## src/rtl/vga_timing_pkg.sv

```systemverilog
// vga_timing_pkg
//   Shared constants for the VGA scan-out path.
//   - Default 640x480@60 horizontal/vertical timing and the sync bounds derived from it.
//   - Frame-buffer geometry and read-address width.
//   - RGB444 colours of the eight test-pattern bars, with helpers that map a column to its bar colour.
//   The test-pattern helpers are used only when VGA_TEST_PATTERN_EN is defined.
package vga_timing_pkg;

    // Horizontal timing, pixels
    localparam int VGA_H_ACTIVE = 640;
    localparam int VGA_H_FP     = 16;
    localparam int VGA_H_SYNC   = 96;
    localparam int VGA_H_BP     = 48;
    localparam int VGA_H_TOTAL  = VGA_H_ACTIVE + VGA_H_FP + VGA_H_SYNC + VGA_H_BP;
    localparam int VGA_HS_START = VGA_H_ACTIVE + VGA_H_FP;
    localparam int VGA_HS_END   = VGA_HS_START + VGA_H_SYNC;

    // Vertical timing, lines
    localparam int VGA_V_ACTIVE = 480;
    localparam int VGA_V_FP     = 10;
    localparam int VGA_V_SYNC   = 2;
    localparam int VGA_V_BP     = 33;
    localparam int VGA_V_TOTAL  = VGA_V_ACTIVE + VGA_V_FP + VGA_V_SYNC + VGA_V_BP;
    localparam int VGA_VS_START = VGA_V_ACTIVE + VGA_V_FP;
    localparam int VGA_VS_END   = VGA_VS_START + VGA_V_SYNC;

    // Frame buffer (QVGA, shown 2x upscaled)
    localparam int FB_W   = 320;
    localparam int FB_H   = 240;
    localparam int FB_AW  = $clog2(FB_W * FB_H);

    // Datapath widths and default BRAM read latency
    localparam int CNT_W      = 10;
    localparam int PIX_W      = 12;
    localparam int RD_LAT_DEF = 1;

    // Test-pattern bar colours, RGB444, left to right
    localparam logic [PIX_W-1:0] BAR_WHITE   = 12'hFFF;
    localparam logic [PIX_W-1:0] BAR_YELLOW  = 12'hFF0;
    localparam logic [PIX_W-1:0] BAR_CYAN    = 12'h0FF;
    localparam logic [PIX_W-1:0] BAR_GREEN   = 12'h0F0;
    localparam logic [PIX_W-1:0] BAR_MAGENTA = 12'hF0F;
    localparam logic [PIX_W-1:0] BAR_RED     = 12'hF00;
    localparam logic [PIX_W-1:0] BAR_BLUE    = 12'h00F;
    localparam logic [PIX_W-1:0] BAR_BLACK   = 12'h000;

    // Bars are 80 px wide, so a power-of-two slice of the column does not line up with them.
    function automatic logic [2:0] barIndex(input logic [CNT_W-1:0] x);
        logic [2:0] idx;
        if      (x < 10'd80)  idx = 3'd0;
        else if (x < 10'd160) idx = 3'd1;
        else if (x < 10'd240) idx = 3'd2;
        else if (x < 10'd320) idx = 3'd3;
        else if (x < 10'd400) idx = 3'd4;
        else if (x < 10'd480) idx = 3'd5;
        else if (x < 10'd560) idx = 3'd6;
        else                  idx = 3'd7;
        return idx;
    endfunction

    function automatic logic [PIX_W-1:0] barColour(input logic [2:0] bar);
        logic [PIX_W-1:0] c;
        case (bar)
            3'd0:    c = BAR_WHITE;
            3'd1:    c = BAR_YELLOW;
            3'd2:    c = BAR_CYAN;
            3'd3:    c = BAR_GREEN;
            3'd4:    c = BAR_MAGENTA;
            3'd5:    c = BAR_RED;
            3'd6:    c = BAR_BLUE;
            3'd7:    c = BAR_BLACK;
            default: c = BAR_BLACK;
        endcase
        return c;
    endfunction

endpackage

```

## src/rtl/vga_timing_gen.sv

```systemverilog
// vga_timing_gen
//   Horizontal/vertical raster counters plus the undelayed timing flags derived from them.
//   Ports:
//     clk25     in   pixel clock
//     rstN      in   synchronous active-low reset (counters to 0,0)
//     hCount    out  column 0..H_TOTAL-1
//     vCount    out  line   0..V_TOTAL-1
//     active    out  visible area flag (combinational)
//     hsyncRaw  out  active-low hsync, undelayed (combinational)
//     vsyncRaw  out  active-low vsync, undelayed (combinational)
//     frameDone out  registered, high exactly while the counters sit at (0, V_ACTIVE)
module vga_timing_gen
    import vga_timing_pkg::*;
#(
    parameter int H_ACTIVE = VGA_H_ACTIVE,
    parameter int H_FP     = VGA_H_FP,
    parameter int H_SYNC   = VGA_H_SYNC,
    parameter int H_BP     = VGA_H_BP,
    parameter int V_ACTIVE = VGA_V_ACTIVE,
    parameter int V_FP     = VGA_V_FP,
    parameter int V_SYNC   = VGA_V_SYNC,
    parameter int V_BP     = VGA_V_BP
) (
    input  logic             clk25,
    input  logic             rstN,
    output logic [CNT_W-1:0] hCount,
    output logic [CNT_W-1:0] vCount,
    output logic             active,
    output logic             hsyncRaw,
    output logic             vsyncRaw,
    output logic             frameDone
);

    localparam int H_TOTAL = H_ACTIVE + H_FP + H_SYNC + H_BP;
    localparam int V_TOTAL = V_ACTIVE + V_FP + V_SYNC + V_BP;

    localparam logic [CNT_W-1:0] H_LAST   = CNT_W'(H_TOTAL - 1);
    localparam logic [CNT_W-1:0] V_LAST   = CNT_W'(V_TOTAL - 1);
    localparam logic [CNT_W-1:0] H_ACT_C  = CNT_W'(H_ACTIVE);
    localparam logic [CNT_W-1:0] V_ACT_C  = CNT_W'(V_ACTIVE);
    localparam logic [CNT_W-1:0] HS_START = CNT_W'(H_ACTIVE + H_FP);
    localparam logic [CNT_W-1:0] HS_END   = CNT_W'(H_ACTIVE + H_FP + H_SYNC);
    localparam logic [CNT_W-1:0] VS_START = CNT_W'(V_ACTIVE + V_FP);
    localparam logic [CNT_W-1:0] VS_END   = CNT_W'(V_ACTIVE + V_FP + V_SYNC);

    logic [CNT_W-1:0] hNext;
    logic [CNT_W-1:0] vNext;

    // Next raster position: step the column, wrap into the next line, wrap the frame.
    always_comb begin
        hNext = hCount + 10'd1;
        vNext = vCount;
        if (hCount == H_LAST) begin
            hNext = {CNT_W{1'b0}};
            if (vCount == V_LAST) begin
                vNext = {CNT_W{1'b0}};
            end else begin
                vNext = vCount + 10'd1;
            end
        end else begin
            hNext = hCount + 10'd1;
            vNext = vCount;
        end
    end

    // Counter registers; frameDone is decoded from the next position so it coincides with (0, V_ACTIVE).
    always_ff @(posedge clk25) begin
        if (!rstN) begin
            hCount    <= {CNT_W{1'b0}};
            vCount    <= {CNT_W{1'b0}};
            frameDone <= 1'b0;
        end else begin
            hCount    <= hNext;
            vCount    <= vNext;
            frameDone <= (hNext == {CNT_W{1'b0}}) && (vNext == V_ACT_C);
        end
    end

    // Undelayed visible-area and sync decode.
    always_comb begin
        active   = (hCount < H_ACT_C) && (vCount < V_ACT_C);
        hsyncRaw = ~((hCount >= HS_START) && (hCount < HS_END));
        vsyncRaw = ~((vCount >= VS_START) && (vCount < VS_END));
    end

endmodule

```

## src/rtl/vga_scan_reader.sv

```systemverilog
// vga_scan_reader
//   640x480@60 raster generator that reads a 320x240 RGB444 frame buffer with 2x upscale,
//   hands each pixel and its column to the filter stage, and registers the filtered pixel
//   onto the VGA pins with syncs delayed by the same amount (pin latency RD_LAT+2).
//   Optional feature macro: VGA_TEST_PATTERN_EN (adds patSel and an 8-bar colour pattern).
//   Ports:
//     clk25        in   25 MHz pixel clock
//     rstN         in   synchronous active-low reset
//     patSel       in   test pattern select (only with VGA_TEST_PATTERN_EN)
//     fbAddr       out  frame-buffer read address, 0 outside the visible area
//     fbRdEn       out  read enable, visible area only
//     fbData       in   RGB444 read data, valid RD_LAT cycles after fbAddr
//     xAddrOut     out  column of pixOut
//     pixOut       out  pixel to the filter stage
//     pixValid     out  pixOut/xAddrOut belong to the visible area
//     procPixelIn  in   filtered pixel, combinational from pixOut
//     vgaR/G/B     out  VGA colour nibbles
//     hsync,vsync  out  active-low syncs aligned to the colour
//     frameDone    out  one-cycle pulse at the first vertical blanking line
module vga_scan_reader
    import vga_timing_pkg::*;
#(
    parameter int RD_LAT   = RD_LAT_DEF,
    parameter int H_ACTIVE = VGA_H_ACTIVE,
    parameter int H_FP     = VGA_H_FP,
    parameter int H_SYNC   = VGA_H_SYNC,
    parameter int H_BP     = VGA_H_BP,
    parameter int V_ACTIVE = VGA_V_ACTIVE,
    parameter int V_FP     = VGA_V_FP,
    parameter int V_SYNC   = VGA_V_SYNC,
    parameter int V_BP     = VGA_V_BP
) (
    input  logic             clk25,
    input  logic             rstN,
`ifdef VGA_TEST_PATTERN_EN
    input  logic             patSel,
`endif
    output logic [FB_AW-1:0] fbAddr,
    output logic             fbRdEn,
    input  logic [PIX_W-1:0] fbData,
    output logic [CNT_W-1:0] xAddrOut,
    output logic [PIX_W-1:0] pixOut,
    output logic             pixValid,
    input  logic [PIX_W-1:0] procPixelIn,
    output logic [3:0]       vgaR,
    output logic [3:0]       vgaG,
    output logic [3:0]       vgaB,
    output logic             hsync,
    output logic             vsync,
    output logic             frameDone
);

    logic [CNT_W-1:0] hCount;
    logic [CNT_W-1:0] vCount;
    logic             active;
    logic             hsyncRaw;
    logic             vsyncRaw;

    vga_timing_gen #(
        .H_ACTIVE (H_ACTIVE),
        .H_FP     (H_FP),
        .H_SYNC   (H_SYNC),
        .H_BP     (H_BP),
        .V_ACTIVE (V_ACTIVE),
        .V_FP     (V_FP),
        .V_SYNC   (V_SYNC),
        .V_BP     (V_BP)
    ) uTiming (
        .clk25     (clk25),
        .rstN      (rstN),
        .hCount    (hCount),
        .vCount    (vCount),
        .active    (active),
        .hsyncRaw  (hsyncRaw),
        .vsyncRaw  (vsyncRaw),
        .frameDone (frameDone)
    );

    // Stage 0: frame-buffer address. Halving both coordinates gives the 2x upscale;
    // y*320 is built from two shifts so no multiplier is needed.
    logic [CNT_W-1:0] yHalf;
    logic [CNT_W-1:0] xHalf;
    logic [FB_AW-1:0] yExt;
    logic [FB_AW-1:0] rowBase;

    // Address math, forced to 0 outside the visible area.
    always_comb begin
        yHalf   = vCount >> 1;
        xHalf   = hCount >> 1;
        yExt    = {{(FB_AW - CNT_W){1'b0}}, yHalf};
        rowBase = (yExt << 8) + (yExt << 6);
        if (active) begin
            fbAddr = rowBase + {{(FB_AW - CNT_W){1'b0}}, xHalf};
        end else begin
            fbAddr = {FB_AW{1'b0}};
        end
    end

    // Read enable: visible area only, and never while the test pattern replaces the buffer.
    always_comb begin
        fbRdEn = active;
`ifdef VGA_TEST_PATTERN_EN
        if (patSel) begin
            fbRdEn = 1'b0;
        end else begin
            fbRdEn = active;
        end
`endif
    end

    // Delay pipes: active/column track the BRAM latency; syncs run one stage further
    // (RD_LAT+1 here plus the pin register) so they line up with the RGB.
    logic             activePipe [RD_LAT];
    logic [CNT_W-1:0] hPipe      [RD_LAT];
    logic [1:0]       syncPipe   [RD_LAT+1];

    // Shift the delay pipes; reset clears active and parks syncs inactive so no partial pulse escapes.
    always_ff @(posedge clk25) begin
        if (!rstN) begin
            for (int i = 0; i < RD_LAT; i++) begin
                activePipe[i] <= 1'b0;
                hPipe[i]      <= {CNT_W{1'b0}};
            end
            for (int i = 0; i < RD_LAT + 1; i++) begin
                syncPipe[i] <= 2'b11;
            end
        end else begin
            activePipe[0] <= active;
            hPipe[0]      <= hCount;
            for (int i = 1; i < RD_LAT; i++) begin
                activePipe[i] <= activePipe[i-1];
                hPipe[i]      <= hPipe[i-1];
            end
            syncPipe[0] <= {hsyncRaw, vsyncRaw};
            for (int i = 1; i < RD_LAT + 1; i++) begin
                syncPipe[i] <= syncPipe[i-1];
            end
        end
    end

    logic             activeL;
    logic [CNT_W-1:0] hL;
    logic [PIX_W-1:0] pixSrc;

    // Pixel source for stage L: the frame buffer, or the colour bars when selected.
    always_comb begin
        activeL = activePipe[RD_LAT-1];
        hL      = hPipe[RD_LAT-1];
        pixSrc  = fbData;
`ifdef VGA_TEST_PATTERN_EN
        if (patSel) begin
            pixSrc = barColour(barIndex(hL));
        end else begin
            pixSrc = fbData;
        end
`endif
    end

    // Stage L: capture the pixel. In blanking pixOut/xAddrOut hold so the filter's
    // line buffer only ever sees in-range columns with their own data.
    always_ff @(posedge clk25) begin
        if (!rstN) begin
            pixOut   <= {PIX_W{1'b0}};
            xAddrOut <= {CNT_W{1'b0}};
            pixValid <= 1'b0;
        end else if (activeL) begin
            pixOut   <= pixSrc;
            xAddrOut <= hL;
            pixValid <= 1'b1;
        end else begin
            pixValid <= 1'b0;
        end
    end

    // Stage L+1: filtered pixel onto the pins (black in blanking), syncs from the end of their pipe.
    always_ff @(posedge clk25) begin
        if (!rstN) begin
            vgaR  <= 4'd0;
            vgaG  <= 4'd0;
            vgaB  <= 4'd0;
            hsync <= 1'b1;
            vsync <= 1'b1;
        end else begin
            if (pixValid) begin
                vgaR <= procPixelIn[11:8];
                vgaG <= procPixelIn[7:4];
                vgaB <= procPixelIn[3:0];
            end else begin
                vgaR <= 4'd0;
                vgaG <= 4'd0;
                vgaB <= 4'd0;
            end
            hsync <= syncPipe[RD_LAT][1];
            vsync <= syncPipe[RD_LAT][0];
        end
    end

endmodule

```

## config.mk

```make
export PLATFORM = sky130hd
export DESIGN_NAME = vga_scan_reader
export DESIGN_NICKNAME = d
export VERILOG_FILES = /design/src/rtl/vga_timing_pkg.sv /design/src/rtl/vga_timing_gen.sv /design/src/rtl/vga_scan_reader.sv
export SDC_FILE = /design/constraint.sdc
export NUM_CORES = 1
export LEC_CHECK = 0
export CORE_ASPECT_RATIO = 0.6
export CORE_MARGIN = 2
export CORE_UTILIZATION = 30
export DETAILED_ROUTE_END_ITERATION = 8
export GPL_ROUTABILITY_DRIVEN = 0
export PLACE_DENSITY = 0.63
export SLEW_MARGIN = 30
export SYNTH_ARGS = -nofsm -noshare
export SYNTH_HDL_FRONTEND = slang
export SYNTH_SLANG_ARGS = --single-unit
```

## constraint.sdc

```tcl
create_clock -name clk25 -period 9.6 [get_ports clk25]
set_clock_uncertainty 0.1 [all_clocks]
set_input_delay 1.92 -clock clk25 [delete_from_list [all_inputs] [get_ports clk25]]
set_output_delay 1.92 -clock clk25 [all_outputs]
set_load 0.03 [all_outputs]
```

==> flow_summary.html, run 1 <==
<table>
<tr><th>Metric</th><th>Value</th></tr>
<tr><th colspan="2">Run status</th></tr>
<tr><td>Status</td><td>finished, final reports clean</td></tr>
<tr><th colspan="2">Critical path</th></tr>
<tr><td>Worst R2R Start</td><td>uTiming.hCount[0]</td></tr>
<tr><td>Launching element type of the critical path</td><td>flip-flop</td></tr>
<tr><td>Worst reg2reg path depth</td><td>6</td></tr>
<tr><td>Category of the most critical setup path</td><td>reg2out</td></tr>
<tr><td>Required time of the critical path</td><td>between 7 and 8 ns</td></tr>
<tr><td>Crit end category</td><td>output pin</td></tr>
<tr><td>Capture point of the worst reg-to-reg path</td><td>uTiming.frameDone</td></tr>
<tr><td>Slowest cell on the critical path</td><td>sky130_fd_sc_hd__clkdlybuf4s50_1</td></tr>
<tr><td>Delay contributed by the slowest stage of the critical path</td><td>~0.68 ns</td></tr>
<tr><td>Slack of the worst reg-to-reg path</td><td>6.91 ns</td></tr>
<tr><td>Biggest fanout along the worst timing path</td><td>7</td></tr>
<tr><td>CP cell instances</td><td>inv_1 -&gt; fa_1 -&gt; inv_1 -&gt; fa_1 -&gt; a21o_1 -&gt; a21oi_1 -&gt; o21ai_0 -&gt; o41ai_1 -&gt; xor2_1 -&gt; nor2_1 -&gt; clkdlybuf4s50_1</td></tr>
<tr><td>Arr. time, crit path</td><td>around 3.8 ns</td></tr>
<tr><th colspan="2">Timing</th></tr>
<tr><td>Max-slew violation count</td><td>0</td></tr>
<tr><td>Setup repair after global routing missed its margin</td><td>false</td></tr>
<tr><td>Final-layout setup total negative slack</td><td>0 ns</td></tr>
<tr><td>Min cycle time layout</td><td>5.81 ns</td></tr>
<tr><td>Max Clk Rate</td><td>between 150 and 200 MHz</td></tr>
<tr><td>Final setup fails</td><td>0</td></tr>
<tr><td>Max-slew headroom</td><td>51.3%</td></tr>
<tr><td>Transition time of the tightest slew-check pin</td><td>between 0.7 and 0.8 ns</td></tr>
<tr><td>Fraction of the cycle the final worst path needs</td><td>about 61%</td></tr>
<tr><td>Final-report hold violation count</td><td>0</td></tr>
<tr><th colspan="2">Min path</th></tr>
<tr><td>Classification of the worst-slack hold path</td><td>reg2reg</td></tr>
<tr><td>Min-Delay Endpoint</td><td>syncPipe[1][1]</td></tr>
<tr><td>Hold path depth</td><td>1</td></tr>
<tr><td>Hold_sp</td><td>syncPipe[0][1]</td></tr>
<tr><th colspan="2">Detailed routing</th></tr>
<tr><td>Count of TritonRoute iterations in the first routing pass</td><td>4</td></tr>
<tr><td>Remaining design rule violation count</td><td>0</td></tr>
<tr><td>Number of routed nets with antenna violations</td><td>0</td></tr>
<tr><td>Routed length per placed instance</td><td>approximately 14 µm</td></tr>
<tr><td>Aggregate routed wire length</td><td>roughly 8 mm</td></tr>
<tr><td>Via-to-Cell Ratio</td><td>roughly 4.7</td></tr>
<tr><td>Detailed-route via count</td><td>about 2,700</td></tr>
<tr><td>Drt initial violations</td><td>150</td></tr>
<tr><th colspan="2">Synth</th></tr>
<tr><td>Multiplexer share of the synthesized area</td><td>under 10%</td></tr>
<tr><td>Post-synthesis xor/xnor area fraction</td><td>between 6 and 7%</td></tr>
<tr><td>Largest cells by area after synthesis</td><td>sky130_fd_sc_hd__dfxtp_1 (44%), sky130_fd_sc_hd__ha_1 (7.8%), sky130_fd_sc_hd__mux2i_1 (6.6%)</td></tr>
<tr><td>Largest family of logic cells by synthesized area</td><td>simple AND/OR/NAND/NOR gates</td></tr>
<tr><td>Yosys top cell area share</td><td>between 40% and 50%</td></tr>
<tr><td>Post-synthesis share of cell area spent on and, or, nand and nor gates</td><td>approximately a quarter</td></tr>
<tr><td>Async set or reset register ratio after synthesis</td><td>0%</td></tr>
<tr><td>Register area share after synthesis</td><td>43.5%</td></tr>
<tr><td>Number of distinct standard cells referenced by the synthesized netlist</td><td>between 50 and 60</td></tr>
<tr><td>Synthesized instance count</td><td>363</td></tr>
<tr><td>Number of warnings issued by yosys</td><td>0</td></tr>
<tr><td>EDFF count, synth</td><td>0</td></tr>
<tr><td>Number of storage elements in the synthesis netlist</td><td>73</td></tr>
<tr><td>Post-Synthesis Net Count</td><td>around 400</td></tr>
<tr><td>Library cell occupying the most area in the post-synthesis netlist</td><td>sky130_fd_sc_hd__dfxtp_1</td></tr>
<tr><td>Complex-gate fraction of the synthesized area</td><td>under 10%</td></tr>
<tr><td>Most common flop cell mapped by yosys</td><td>sky130_fd_sc_hd__dfxtp_1</td></tr>
<tr><td>Synthesized cell area</td><td>0.00336 mm²</td></tr>
<tr><td>Mean post-synth cell area</td><td>roughly 9.2 µm²</td></tr>
<tr><td>Share of synthesized cell area in full adder, half adder and majority cells</td><td>a little under a tenth</td></tr>
<tr><th colspan="2">Floorplan</th></tr>
<tr><td>Initial Util</td><td>between 30% and 40%</td></tr>
<tr><td>Die area</td><td>approximately 0.012 mm²</td></tr>
<tr><td>Ports placed on the boundary</td><td>slightly above 80</td></tr>
<tr><td>Core Box Area</td><td>~0.011 mm²</td></tr>
<tr><td>Die height</td><td>85.9 µm</td></tr>
<tr><td>Die Span X</td><td>141 µm</td></tr>
<tr><td>Std-Cell Rows</td><td>29</td></tr>
<tr><th colspan="2">GRT</th></tr>
<tr><td>Initial antenna violation count</td><td>0</td></tr>
<tr><td>Vias in the first global route</td><td>2,589</td></tr>
<tr><td>Grt total ovfl</td><td>0</td></tr>
<tr><td>Global-route wire length before repair</td><td>about 13 mm</td></tr>
<tr><td>Total routing resource utilization after global routing</td><td>between 10% and 20%</td></tr>
<tr><td>Largest net degree at the start of global routing</td><td>34</td></tr>
<tr><th colspan="2">Run</th></tr>
<tr><td>Maxcap violations</td><td>0</td></tr>
<tr><th colspan="2">Layout</th></tr>
<tr><td>Footprint of the multi-input gates</td><td>0.00176 mm²</td></tr>
<tr><td># diodes</td><td>0</td></tr>
<tr><td>Fillers</td><td>1,038</td></tr>
<tr><td>Number of non-filler instances in the completed layout</td><td>around 580</td></tr>
<tr><td>Share of layout cells above drive strength 1</td><td>approximately 6.3%</td></tr>
<tr><td>Area growth from synthesis to final layout</td><td>35.7%</td></tr>
<tr><td>Sequential cell area in the final layout</td><td>between 0.001 and 0.0015 mm²</td></tr>
<tr><td>Number of nets in the layout</td><td>just under 500</td></tr>
<tr><th colspan="2">Placement</th></tr>
<tr><td>Dpl cells</td><td>roughly 570</td></tr>
<tr><td>IO Port Bufs</td><td>about 80</td></tr>
<tr><td>DP HPWL</td><td>between 5 and 6 mm</td></tr>
<tr><th colspan="2">CTS</th></tr>
<tr><td>Source-to-sink clock delay at the later pin of the worst-skew pair</td><td>around 0.32 ns</td></tr>
<tr><td>Clock root buffer</td><td>sky130_fd_sc_hd__clkbuf_16</td></tr>
<tr><td>Clock tree from TritonCTS</td><td>built</td></tr>
<tr><td>Number of CTS-inserted buffers</td><td>9</td></tr>
<tr><td>Total setup buffers inserted after CTS</td><td>0</td></tr>
<tr><td>Clock tree buffer depth</td><td>2</td></tr>
<tr><td>Number of cells upsized or downsized after cts</td><td>0</td></tr>
<tr><td>Num Clock Sinks</td><td>73</td></tr>
<tr><td>Total number of H-tree levels</td><td>3</td></tr>
<tr><td>Clk slew on worst S/H paths</td><td>around 0.060 ns</td></tr>
<tr><td>Hold-fix buffer count after cts</td><td>0</td></tr>
<tr><th colspan="2">Power</th></tr>
<tr><td>Worst vdd rail ir drop</td><td>99.9 µV</td></tr>
<tr><td>Cell area power density</td><td>around 150 mW/mm²</td></tr>
<tr><td>Static power due to leakage</td><td>roughly 1.9 nW</td></tr>
</table>
synthesized netlist by cell type (all sizes together), types with 10 or more instances:
cell type and number:
dfxtp 73, nor2 57, mux2i 22, ha 21, and2 19, and3 17
nand2 17, xnor2 14, clkbuf 13, inv 12, o21ai 10
power by group:
group	leakage [nW]	internal, mW	total [mW]	switching (mW)
clock	0.137	0.198	0.319	0.121
sequential	0.593	0.310	0.314	0.00451
combinational	1.17	0.0253	0.0512	0.0259
total	1.90	0.533	0.685	0.151
layer usage:
metal	share of wire (%)	global-route usage, %	vias to the layer above
met5	0	0	-
met3	6.5	4.36	8
met2	38	18.5	92
met1	55	20.0	1249
met4	0.33	2.45	0
li1	-	-	1395
how the worst max path moves through the flow:
stage | startpoint | end | cells after the start
6_report | uTiming.vCount[1] | fbAddr[15] | 11
2_1_floorplan | uTiming.vCount[3] | fbAddr[15] | 11
3_5_place_dp | uTiming.vCount[1] | fbAddr[15] | 11
5_1_grt | uTiming.vCount[1] | fbAddr[15] | 11
3_3_place_gp | uTiming.vCount[3] | fbAddr[15] | 11
4_1_cts | uTiming.vCount[1] | fbAddr[15] | 11
cells by family after synthesis:
group,after synthesis
AOI/OAI and AO/OA,36
xor gates and xnor gates,23
adders and majority gates,23
buffers and inverters,32
DFF,73
muxes,22
and+or+nand+nor,154
through the flow:
| stage | power [mW] | setup WS [ns] | utilization, % | hold WS [ns] | instance area [µm²] |
|---|---|---|---|---|---|
| after floorplan | 0.347 | 4.74 | - | 0.286 | 3360 |
| after global placement | 0.372 | 4.22 | 39.7 | 0.295 | 4270 |
| after detailed placement | 0.372 | 4.17 | 39.7 | 0.295 | 4270 |
| after CTS | 0.696 | 3.79 | 42.4 | 0.310 | 4550 |
| after global routing | 0.714 | 3.53 | 42.4 | 0.322 | 4550 |
| final | 0.685 | 3.79 | 42.4 | 0.308 | 4550 |
flip-flops by register name, summed over array words and instances, names as in the netlist, 4 cells and up:
signal	count
uTiming.vCount	10
hPipe	10
xAddrOut	10
pixOut	12
syncPipe	4
vgaB	4
vgaR	4
vgaG	4
uTiming.hCount	10
cell type report:
cell class / count / area share, %
clock inverters: 6 / 1.32
flip-flops and latches: 73 / 32.1
inverters: 12 / 0.989
multi-input cells: 258 / 38.5
clock buffers: 9 / 4.95
repair buffers: 84 / 18.3
well taps: 139 / 3.82
critical path: cells and delay by family, from the launching register on:
family / cells / cell delay, ns
compound gates: 4 / 0.93
xor+xnor: 1 / 0.11
fa+ha+maj: 2 / 0.98
buf+inv: 3 / 0.90
flops: 1 / 0.45
simple gates: 1 / 0.10
cell usage in the layout (no fill, tap or decap), types with 3 or more instances in the layout:
cell	netlist	routed
sky130_fd_sc_hd__o21ai_0	8	8
sky130_fd_sc_hd__and2_1	17	17
sky130_fd_sc_hd__and3_1	14	14
sky130_fd_sc_hd__buf_4	0	3
sky130_fd_sc_hd__nor3_1	7	7
sky130_fd_sc_hd__xor2_1	9	9
sky130_fd_sc_hd__nand2_1	16	16
sky130_fd_sc_hd__or3_1	3	3
sky130_fd_sc_hd__nand2b_1	5	5
sky130_fd_sc_hd__xnor2_1	14	14
sky130_fd_sc_hd__ha_1	21	21
sky130_fd_sc_hd__nand4_1	6	6
sky130_fd_sc_hd__clkbuf_16	0	9
sky130_fd_sc_hd__clkdlybuf4s50_1	0	81
sky130_fd_sc_hd__inv_1	12	12
sky130_fd_sc_hd__or4_1	4	4
sky130_fd_sc_hd__a21oi_1	9	9
sky130_fd_sc_hd__nor2_1	57	57
sky130_fd_sc_hd__clkinv_2	0	3
sky130_fd_sc_hd__dfxtp_1	73	73
sky130_fd_sc_hd__a31oi_1	3	3
sky130_fd_sc_hd__nand3_1	9	9
sky130_fd_sc_hd__mux2i_1	22	22
(Power assumes the default switching activity.)
==> run 2: changes to the inputs <==
Settings changed: PLACE_DENSITY 0.63 to 0.65.
Clock period 9.6 ns to 4.78 ns, I/O delays scaled along.
==> run 2 against run 1 <==
Net effect: wire length increased by 2.1%; cell area up 0.25%; cell count up 0.17%.
==> flow_summary.html, run 2 (synthesized netlist as in run 1, its figures left out) <==
<table>
<tr><th>Metric</th><th>Value</th></tr>
<tr><th colspan="2">Critical path</th></tr>
<tr><td>Biggest fanout along the worst timing path</td><td>8 (+1)</td></tr>
<tr><td>Worst R2R Start</td><td>uTiming.hCount[0]</td></tr>
<tr><td>Crit end category</td><td>output pin</td></tr>
<tr><td>Required time of the critical path</td><td>3.72 ns (-3.86 ns)</td></tr>
<tr><td>Critical path origin</td><td>uTiming.vCount[3]</td></tr>
<tr><td>Launching element type of the critical path</td><td>flip-flop</td></tr>
<tr><td>Arr. time, crit path</td><td>3.40 ns (-0.39 ns)</td></tr>
<tr><td>Category of the most critical setup path</td><td>reg2out</td></tr>
<tr><td>Slack of the worst reg-to-reg path</td><td>2.15 ns (-4.76 ns)</td></tr>
<tr><th colspan="2">Detailed routing</th></tr>
<tr><td>M1 wire length</td><td>4.24 mm (-2.9%)</td></tr>
<tr><td>Count of TritonRoute iterations in the first routing pass</td><td>4 (unchanged)</td></tr>
<tr><td>Routed length per placed instance</td><td>14.0 µm (+1.9%)</td></tr>
<tr><td>Number of routed nets with antenna violations</td><td>0 (unchanged)</td></tr>
<tr><td>Remaining design rule violation count</td><td>0 (unchanged)</td></tr>
<tr><td>Detailed-route via count</td><td>2,783 (+1.4%)</td></tr>
<tr><td>Total length of routed met2 wires</td><td>3.22 mm (+4.9%)</td></tr>
<tr><td>Uppermost layer routed</td><td>met4</td></tr>
<tr><td>Aggregate routed wire length</td><td>8.14 mm (+2.1%)</td></tr>
<tr><td>Drt initial violations</td><td>204 (+36%)</td></tr>
<tr><td>Via-to-Cell Ratio</td><td>4.78 (+1.2%)</td></tr>
<tr><td>Met3 wire length</td><td>614 µm (+19%)</td></tr>
<tr><th colspan="2">Floorplan</th></tr>
<tr><td>Ports placed on the boundary</td><td>82 (unchanged)</td></tr>
<tr><td>Die Span X</td><td>141 µm (unchanged)</td></tr>
<tr><td>Die area</td><td>0.0121 mm² (unchanged)</td></tr>
<tr><td>Std-Cell Rows</td><td>29 (unchanged)</td></tr>
<tr><td>Die height</td><td>85.9 µm (unchanged)</td></tr>
<tr><td>Initial Util</td><td>31.3% (unchanged)</td></tr>
<tr><td>Core Box Area</td><td>0.0107 mm² (unchanged)</td></tr>
<tr><th colspan="2">Timing</th></tr>
<tr><td>Worst Hold Margin</td><td>0.307 ns (-0.00105 ns)</td></tr>
<tr><td>Transition time of the tightest slew-check pin</td><td>0.675 ns (-0.0512 ns)</td></tr>
<tr><td>Final setup fails</td><td>0 (unchanged)</td></tr>
<tr><td>Final-layout setup total negative slack</td><td>0 ns (unchanged)</td></tr>
<tr><td>Fraction of the cycle the final worst path needs</td><td>between 90 and 100%</td></tr>
<tr><td>Max-slew violation count</td><td>0 (unchanged)</td></tr>
<tr><td>Setup repair after global routing missed its margin</td><td>false</td></tr>
<tr><td>Max-slew headroom</td><td>54.7% (+3.4 points)</td></tr>
<tr><td>Min cycle time layout</td><td>about 4.5 ns</td></tr>
<tr><td>Final-report hold violation count</td><td>0 (unchanged)</td></tr>
<tr><td>Max Clk Rate</td><td>224 MHz</td></tr>
<tr><th colspan="2">CTS</th></tr>
<tr><td>Clock root buffer</td><td>sky130_fd_sc_hd__clkbuf_16</td></tr>
<tr><td>Number of CTS-inserted buffers</td><td>9 (unchanged)</td></tr>
<tr><td>Clock tree buffer depth</td><td>2 (unchanged)</td></tr>
<tr><td>Total number of H-tree levels</td><td>3 (unchanged)</td></tr>
<tr><td>Hold-fix buffer count after cts</td><td>0 (unchanged)</td></tr>
<tr><td>Clock tree from TritonCTS</td><td>built</td></tr>
<tr><td>Source-to-sink clock delay at the later pin of the worst-skew pair</td><td>0.33 ns (about the same)</td></tr>
<tr><td>Clk slew on worst S/H paths</td><td>0.06 ns (about the same)</td></tr>
<tr><td>Num Clock Sinks</td><td>73 (unchanged)</td></tr>
<tr><th colspan="2">GRT</th></tr>
<tr><td>Initial antenna violation count</td><td>0 (unchanged)</td></tr>
<tr><td>Global-route wire length before repair</td><td>13.3 mm (+3.0%)</td></tr>
<tr><td>Largest net degree at the start of global routing</td><td>29 (-15%)</td></tr>
<tr><td>Vias in the first global route</td><td>2,698 (+4.2%)</td></tr>
<tr><td>Grt total ovfl</td><td>0 (unchanged)</td></tr>
<tr><td>Total routing resource utilization after global routing</td><td>14.0% (+0.65 points)</td></tr>
<tr><th colspan="2">Layout</th></tr>
<tr><td>Most frequent cells in the layout</td><td>sky130_fd_sc_hd__clkdlybuf4s50_1 (77), sky130_fd_sc_hd__dfxtp_1 (73), sky130_fd_sc_hd__nor2_1 (57)</td></tr>
<tr><td>Area growth from synthesis to final layout</td><td>36.0%</td></tr>
<tr><td>Max reg flops</td><td>12 (unchanged)</td></tr>
<tr><td>Register bank with the most flops</td><td>pixOut</td></tr>
<tr><td>Share of layout cells above drive strength 1</td><td>6.32% (-0.014 points)</td></tr>
<tr><td>End-of-flow core utilization</td><td>42.5% (+0.10 points)</td></tr>
<tr><td># diodes</td><td>0 (unchanged)</td></tr>
<tr><td>Fillers</td><td>1,019 (-1.8%)</td></tr>
<tr><td>Number of nets in the layout</td><td>488 (+0.21%)</td></tr>
<tr><td>Most common cell after layout, fill and taps aside</td><td>sky130_fd_sc_hd__clkdlybuf4s50_1</td></tr>
<tr><th colspan="2">Power</th></tr>
<tr><td>Static power due to leakage</td><td>1.97 nW (+3.5%)</td></tr>
<tr><td>Cell area power density</td><td>300 mW/mm² (+99%)</td></tr>
<tr><td>Total power draw</td><td>1.37 mW (+100%)</td></tr>
<tr><td>Worst vdd rail ir drop</td><td>178 µV (+78%)</td></tr>
<tr><th colspan="2">Placement</th></tr>
<tr><td>IO Port Bufs</td><td>81 (unchanged)</td></tr>
<tr><td>DP HPWL</td><td>5.85 mm (+2.3%)</td></tr>
<tr><th colspan="2">Run</th></tr>
<tr><td>Maxcap violations</td><td>0 (unchanged)</td></tr>
<tr><th colspan="2">Min path</th></tr>
<tr><td>Hold_sp</td><td>syncPipe[1][0]</td></tr>
<tr><td>Classification of the worst-slack hold path</td><td>reg2reg</td></tr>
<tr><th colspan="2">Run status</th></tr>
<tr><td>Status</td><td>finished, final reports clean</td></tr>
</table>
-- run 2: changes by cell type in the layout (fill, tap and decap cells not counted), moves of 2 or more --
cell	delta
sky130_fd_sc_hd__clkbuf_1	+3
sky130_fd_sc_hd__clkinv_2	-2
sky130_fd_sc_hd__dlymetal6s2s_1	+3
sky130_fd_sc_hd__clkdlybuf4s50_1	-4
-- run 2: layer usage --
metal / up-vias / GRT usage [%]
li1: 1399 / -
met4: 0 / 3.36
met3: 6 / 5.70
met5: - / 0
met2: 100 / 19.6
met1: 1278 / 19.9
-- run 2: per-stage QoR --
step,worst slack (ns),instance area (µm²),std cells
3_3_place_gp,0.369,4270,566
6_report,0.323,4570,582
5_1_grt,0.0358,4570,582
3_5_place_dp,0.303,4270,566
2_1_floorplan,0.880,3360,363
4_1_cts,0.0963,4550,581
-- run 2: where the power goes --
group | switching (mW) | internal [mW] | total [mW]
Combinational | 0.0522 | 0.0509 | 0.103
Clock | 0.233 | 0.400 | 0.633
Sequential | 0.00921 | 0.623 | 0.632
-- run 2: path summary, 6_finish.rpt --
| check | end | depth (start not counted) |
|---|---|---|
| worst min-delay path | vsync | 1 |
| worst max register to register | uTiming.frameDone | 6 |
| worst min register to register | vsync | 1 |
| worst max-delay path | fbAddr[12] | 11 |
-- run 2: layout make-up --
class / instances / area (µm²) / area share [%]
Sequential cell: 73 / 1460 / 32.0
Tap cell: 139 / 174 / 3.81
Timing Repair Buffer: 85 / 843 / 18.5
Clock inverter: 3 / 42.5 / 0.932
Clock buffer: 12 / 236 / 5.18
Inverter: 12 / 45.0 / 0.987
Multi-Input combinational cell: 258 / 1760 / 38.6
-- run 2: repair_timing --
item,CTS,global route
resized for setup,2,5
setup buffers,0,1
setup endpoints to repair,2,4
pin swaps,0,1
-- run 2: critical path: stages (launching register included) --
cell	delay [ns]
sky130_fd_sc_hd__dfxtp_1	0.49
sky130_fd_sc_hd__inv_1	0.14
sky130_fd_sc_hd__fa_1	0.50
sky130_fd_sc_hd__inv_1	0.07
sky130_fd_sc_hd__ha_1	0.30
sky130_fd_sc_hd__a21o_1	0.18
sky130_fd_sc_hd__a21oi_1	0.21
sky130_fd_sc_hd__o21ai_0	0.20
sky130_fd_sc_hd__nor2_1	0.15
sky130_fd_sc_hd__xor2_1	0.07
sky130_fd_sc_hd__nor2_1	0.08
sky130_fd_sc_hd__clkdlybuf4s50_1	0.67
==> run 3: changes to the inputs <==
Settings changed: CORE_MARGIN 2 to 8, SLEW_MARGIN 30 to not set.
==> run 3 against run 2 <==
Net effect: global-route usage fell by 2.3 points; register-to-register slack barely moved; cell area rose by 0.66%; sequential power barely moved; count of clock-buffer cells in the layout fell by 1; largest cell class unchanged; non-clock buffer count fell by 1.
==> flow_summary.html, run 3 (synthesized netlist as in run 1, its figures left out) <==
<table>
<tr><th>Metric</th><th>Value</th></tr>
<tr><th colspan="2">Run status</th></tr>
<tr><td>Status</td><td>finished, final reports clean</td></tr>
<tr><th colspan="2">Critical path</th></tr>
<tr><td>Arr. time, crit path</td><td>3.55 ns (+0.15 ns)</td></tr>
<tr><td>Required time of the critical path</td><td>3.72 ns (about the same)</td></tr>
<tr><td>Biggest fanout along the worst timing path</td><td>8 (unchanged)</td></tr>
<tr><td>Category of the most critical setup path</td><td>reg2out</td></tr>
<tr><td>Launching element type of the critical path</td><td>flip-flop</td></tr>
<tr><td>Crit end category</td><td>output pin</td></tr>
<tr><th colspan="2">Placement</th></tr>
<tr><td>IO Port Bufs</td><td>81 (unchanged)</td></tr>
<tr><td>Placement Setup Slack</td><td>0.283 ns (-0.0200 ns)</td></tr>
<tr><td>DP HPWL</td><td>6.34 mm (+8.4%)</td></tr>
<tr><th colspan="2">Timing</th></tr>
<tr><td>Final-report hold violation count</td><td>0 (unchanged)</td></tr>
<tr><td>Min cycle time layout</td><td>4.61 ns (+0.149 ns)</td></tr>
<tr><td>Worst-case setup margin in the final layout</td><td>0.175 ns (-0.149 ns)</td></tr>
<tr><td>Fraction of the cycle the final worst path needs</td><td>96.3% (+3.1 points)</td></tr>
<tr><td>Max-slew headroom</td><td>55.1% (+0.39 points)</td></tr>
<tr><td>Worst Hold Margin</td><td>0.305 ns (-0.00189 ns)</td></tr>
<tr><td>Final setup fails</td><td>0 (unchanged)</td></tr>
<tr><td>Transition time of the tightest slew-check pin</td><td>0.669 ns (-0.00577 ns)</td></tr>
<tr><td>Max Clk Rate</td><td>217 MHz (-3.2%)</td></tr>
<tr><td>Max-slew violation count</td><td>0 (unchanged)</td></tr>
<tr><td>Final-layout setup total negative slack</td><td>0 ns (unchanged)</td></tr>
<tr><td>Setup repair after global routing missed its margin</td><td>false</td></tr>
<tr><th colspan="2">CTS</th></tr>
<tr><td>Total number of H-tree levels</td><td>3 (unchanged)</td></tr>
<tr><td>Clock tree buffer depth</td><td>2 (unchanged)</td></tr>
<tr><td>Number of CTS-inserted buffers</td><td>9 (unchanged)</td></tr>
<tr><td>Clock root buffer</td><td>sky130_fd_sc_hd__clkbuf_16</td></tr>
<tr><td>Hold-fix buffer count after cts</td><td>0 (unchanged)</td></tr>
<tr><td>Total setup buffers inserted after CTS</td><td>0 (unchanged)</td></tr>
<tr><td>Clock tree from TritonCTS</td><td>built</td></tr>
<tr><td>Source-to-sink clock delay at the later pin of the worst-skew pair</td><td>0.32 ns (about the same)</td></tr>
<tr><td>Num Clock Sinks</td><td>73 (unchanged)</td></tr>
<tr><td>Clk slew on worst S/H paths</td><td>0.06 ns (about the same)</td></tr>
<tr><th colspan="2">Detailed routing</th></tr>
<tr><td>Count of TritonRoute iterations in the first routing pass</td><td>4 (unchanged)</td></tr>
<tr><td>Detailed-route via count</td><td>2,792 (+0.32%)</td></tr>
<tr><td>Remaining design rule violation count</td><td>0 (unchanged)</td></tr>
<tr><td>Drt initial violations</td><td>122 (-40%)</td></tr>
<tr><td>Number of routed nets with antenna violations</td><td>0 (unchanged)</td></tr>
<tr><td>Routed length per placed instance</td><td>14.5 µm (+3.8%)</td></tr>
<tr><td>Via-to-Cell Ratio</td><td>4.76 (-0.53%)</td></tr>
<tr><td>Aggregate routed wire length</td><td>8.53 mm (+4.7%)</td></tr>
<tr><th colspan="2">Floorplan</th></tr>
<tr><td>Core Box Area</td><td>0.0111 mm² (+3.4%)</td></tr>
<tr><td>Std-Cell Rows</td><td>30 (+3.4%)</td></tr>
<tr><td>Ports placed on the boundary</td><td>82 (unchanged)</td></tr>
<tr><td>Die height</td><td>97.9 µm (+14%)</td></tr>
<tr><td>Die Span X</td><td>153 µm (+8.5%)</td></tr>
<tr><td>Die area</td><td>0.0149 mm² (+24%)</td></tr>
<tr><td>Initial Util</td><td>30.2% (-1.0 points)</td></tr>
<tr><th colspan="2">Layout</th></tr>
<tr><td>Number of nets in the layout</td><td>487 (-0.20%)</td></tr>
<tr><td>Share of layout cells above drive strength 1</td><td>7.00% (+0.68 points)</td></tr>
<tr><td>Area growth from synthesis to final layout</td><td>36.9%</td></tr>
<tr><td>Most common cell after layout, fill and taps aside</td><td>sky130_fd_sc_hd__clkdlybuf4s50_1</td></tr>
<tr><td>Most frequent cells in the layout</td><td>sky130_fd_sc_hd__clkdlybuf4s50_1 (79), sky130_fd_sc_hd__dfxtp_1 (73), sky130_fd_sc_hd__nor2_1 (57)</td></tr>
<tr><td>Sequential cell area in the final layout</td><td>0.00146 mm² (unchanged)</td></tr>
<tr><td>Fillers</td><td>1,089 (+6.9%)</td></tr>
<tr><td>Max reg flops</td><td>12 (unchanged)</td></tr>
<tr><td>Footprint of the multi-input gates</td><td>0.00176 mm² (unchanged)</td></tr>
<tr><td>Register bank with the most flops</td><td>pixOut</td></tr>
<tr><td># diodes</td><td>0 (unchanged)</td></tr>
<tr><th colspan="2">GRT</th></tr>
<tr><td>Largest net degree at the start of global routing</td><td>33 (+14%)</td></tr>
<tr><td>Total routing resource utilization after global routing</td><td>11.7% (-2.3 points)</td></tr>
<tr><td>Vias in the first global route</td><td>2,781 (+3.1%)</td></tr>
<tr><td>Grt total ovfl</td><td>0 (unchanged)</td></tr>
<tr><td>Initial antenna violation count</td><td>0 (unchanged)</td></tr>
<tr><td>Global-route wire length before repair</td><td>14.5 mm (+8.8%)</td></tr>
<tr><th colspan="2">Power</th></tr>
<tr><td>Cell area power density</td><td>310 mW/mm² (+3.3%)</td></tr>
<tr><td>Static power due to leakage</td><td>1.94 nW (-1.3%)</td></tr>
<tr><td>Worst vdd rail ir drop</td><td>163 µV (-8.4%)</td></tr>
<tr><th colspan="2">Min path</th></tr>
<tr><td>Classification of the worst-slack hold path</td><td>reg2reg</td></tr>
<tr><th colspan="2">Run</th></tr>
<tr><td>Maxcap violations</td><td>0 (unchanged)</td></tr>
</table>
run 3: path summary, 6_finish.rpt:
| check | slack, ns | start | to | cells past startpoint |
|---|---|---|---|---|
| hold / removal | 0.31 | syncPipe[1][0] | vsync | 1 |
| setup reg to reg | 2.14 | uTiming.hCount[0] | uTiming.frameDone | 6 |
| hold reg to reg | 0.31 | syncPipe[1][0] | vsync | 1 |
| setup / recovery | 0.17 | uTiming.vCount[3] | fbAddr[13] | 11 |
run 3: repair_timing:
item | in CTS | in global routing
resized for setup | 1 | 4
hold endpoints to repair | 0 | 0
setup endpoints to repair | 1 | 3
run 3: final cells by class:
cell class	instances	area share, %
Inverter	12	0.980
Timing Repair Buffer	84	18.1
Sequential cell	73	31.8
Clock buffer	11	5.50
Clock inverter	5	1.36
Multi-Input combinational cell	258	38.4
Tap cell	144	3.92
run 3: critical path, cell delays in order (launching register included):
cell                              delay, ns
sky130_fd_sc_hd__dfxtp_1               0.49
sky130_fd_sc_hd__inv_1                 0.14
sky130_fd_sc_hd__fa_1                  0.49
sky130_fd_sc_hd__inv_1                 0.07
sky130_fd_sc_hd__fa_1                  0.46
sky130_fd_sc_hd__a21o_1                0.19
sky130_fd_sc_hd__a21oi_1               0.22
sky130_fd_sc_hd__o21ai_0               0.17
sky130_fd_sc_hd__nor2_1                0.14
sky130_fd_sc_hd__xor2_1                0.08
sky130_fd_sc_hd__nor2_1                0.09
sky130_fd_sc_hd__clkdlybuf4s50_1       0.67
run 3: routing by layer:
metal	track usage [%]	part of all wire (%)	up-vias
met5	0	0	-
met3	4.94	8.5	4
li1	-	-	1394
met4	3.03	0.26	0
met1	15.8	50	1294
met2	16.7	41	100
run 3: through the flow:
step / power [mW] / area, µm² / util [%] / instances
after floorplan: 0.696 / 3360 / - / 363
after global routing: 1.48 / 4600 / 41.4 / 587
after global placement: 0.747 / 4280 / 38.5 / 571
final: 1.42 / 4600 / 41.4 / 587
after CTS: 1.45 / 4590 / 41.3 / 587
after detailed placement: 0.749 / 4280 / 38.5 / 571
run 3: where the power goes:
part | switching, mW | total (mW) | internal [mW]
logic | 0.0520 | 0.103 | 0.0508
clock network | 0.253 | 0.688 | 0.435
registers | 0.00905 | 0.631 | 0.622
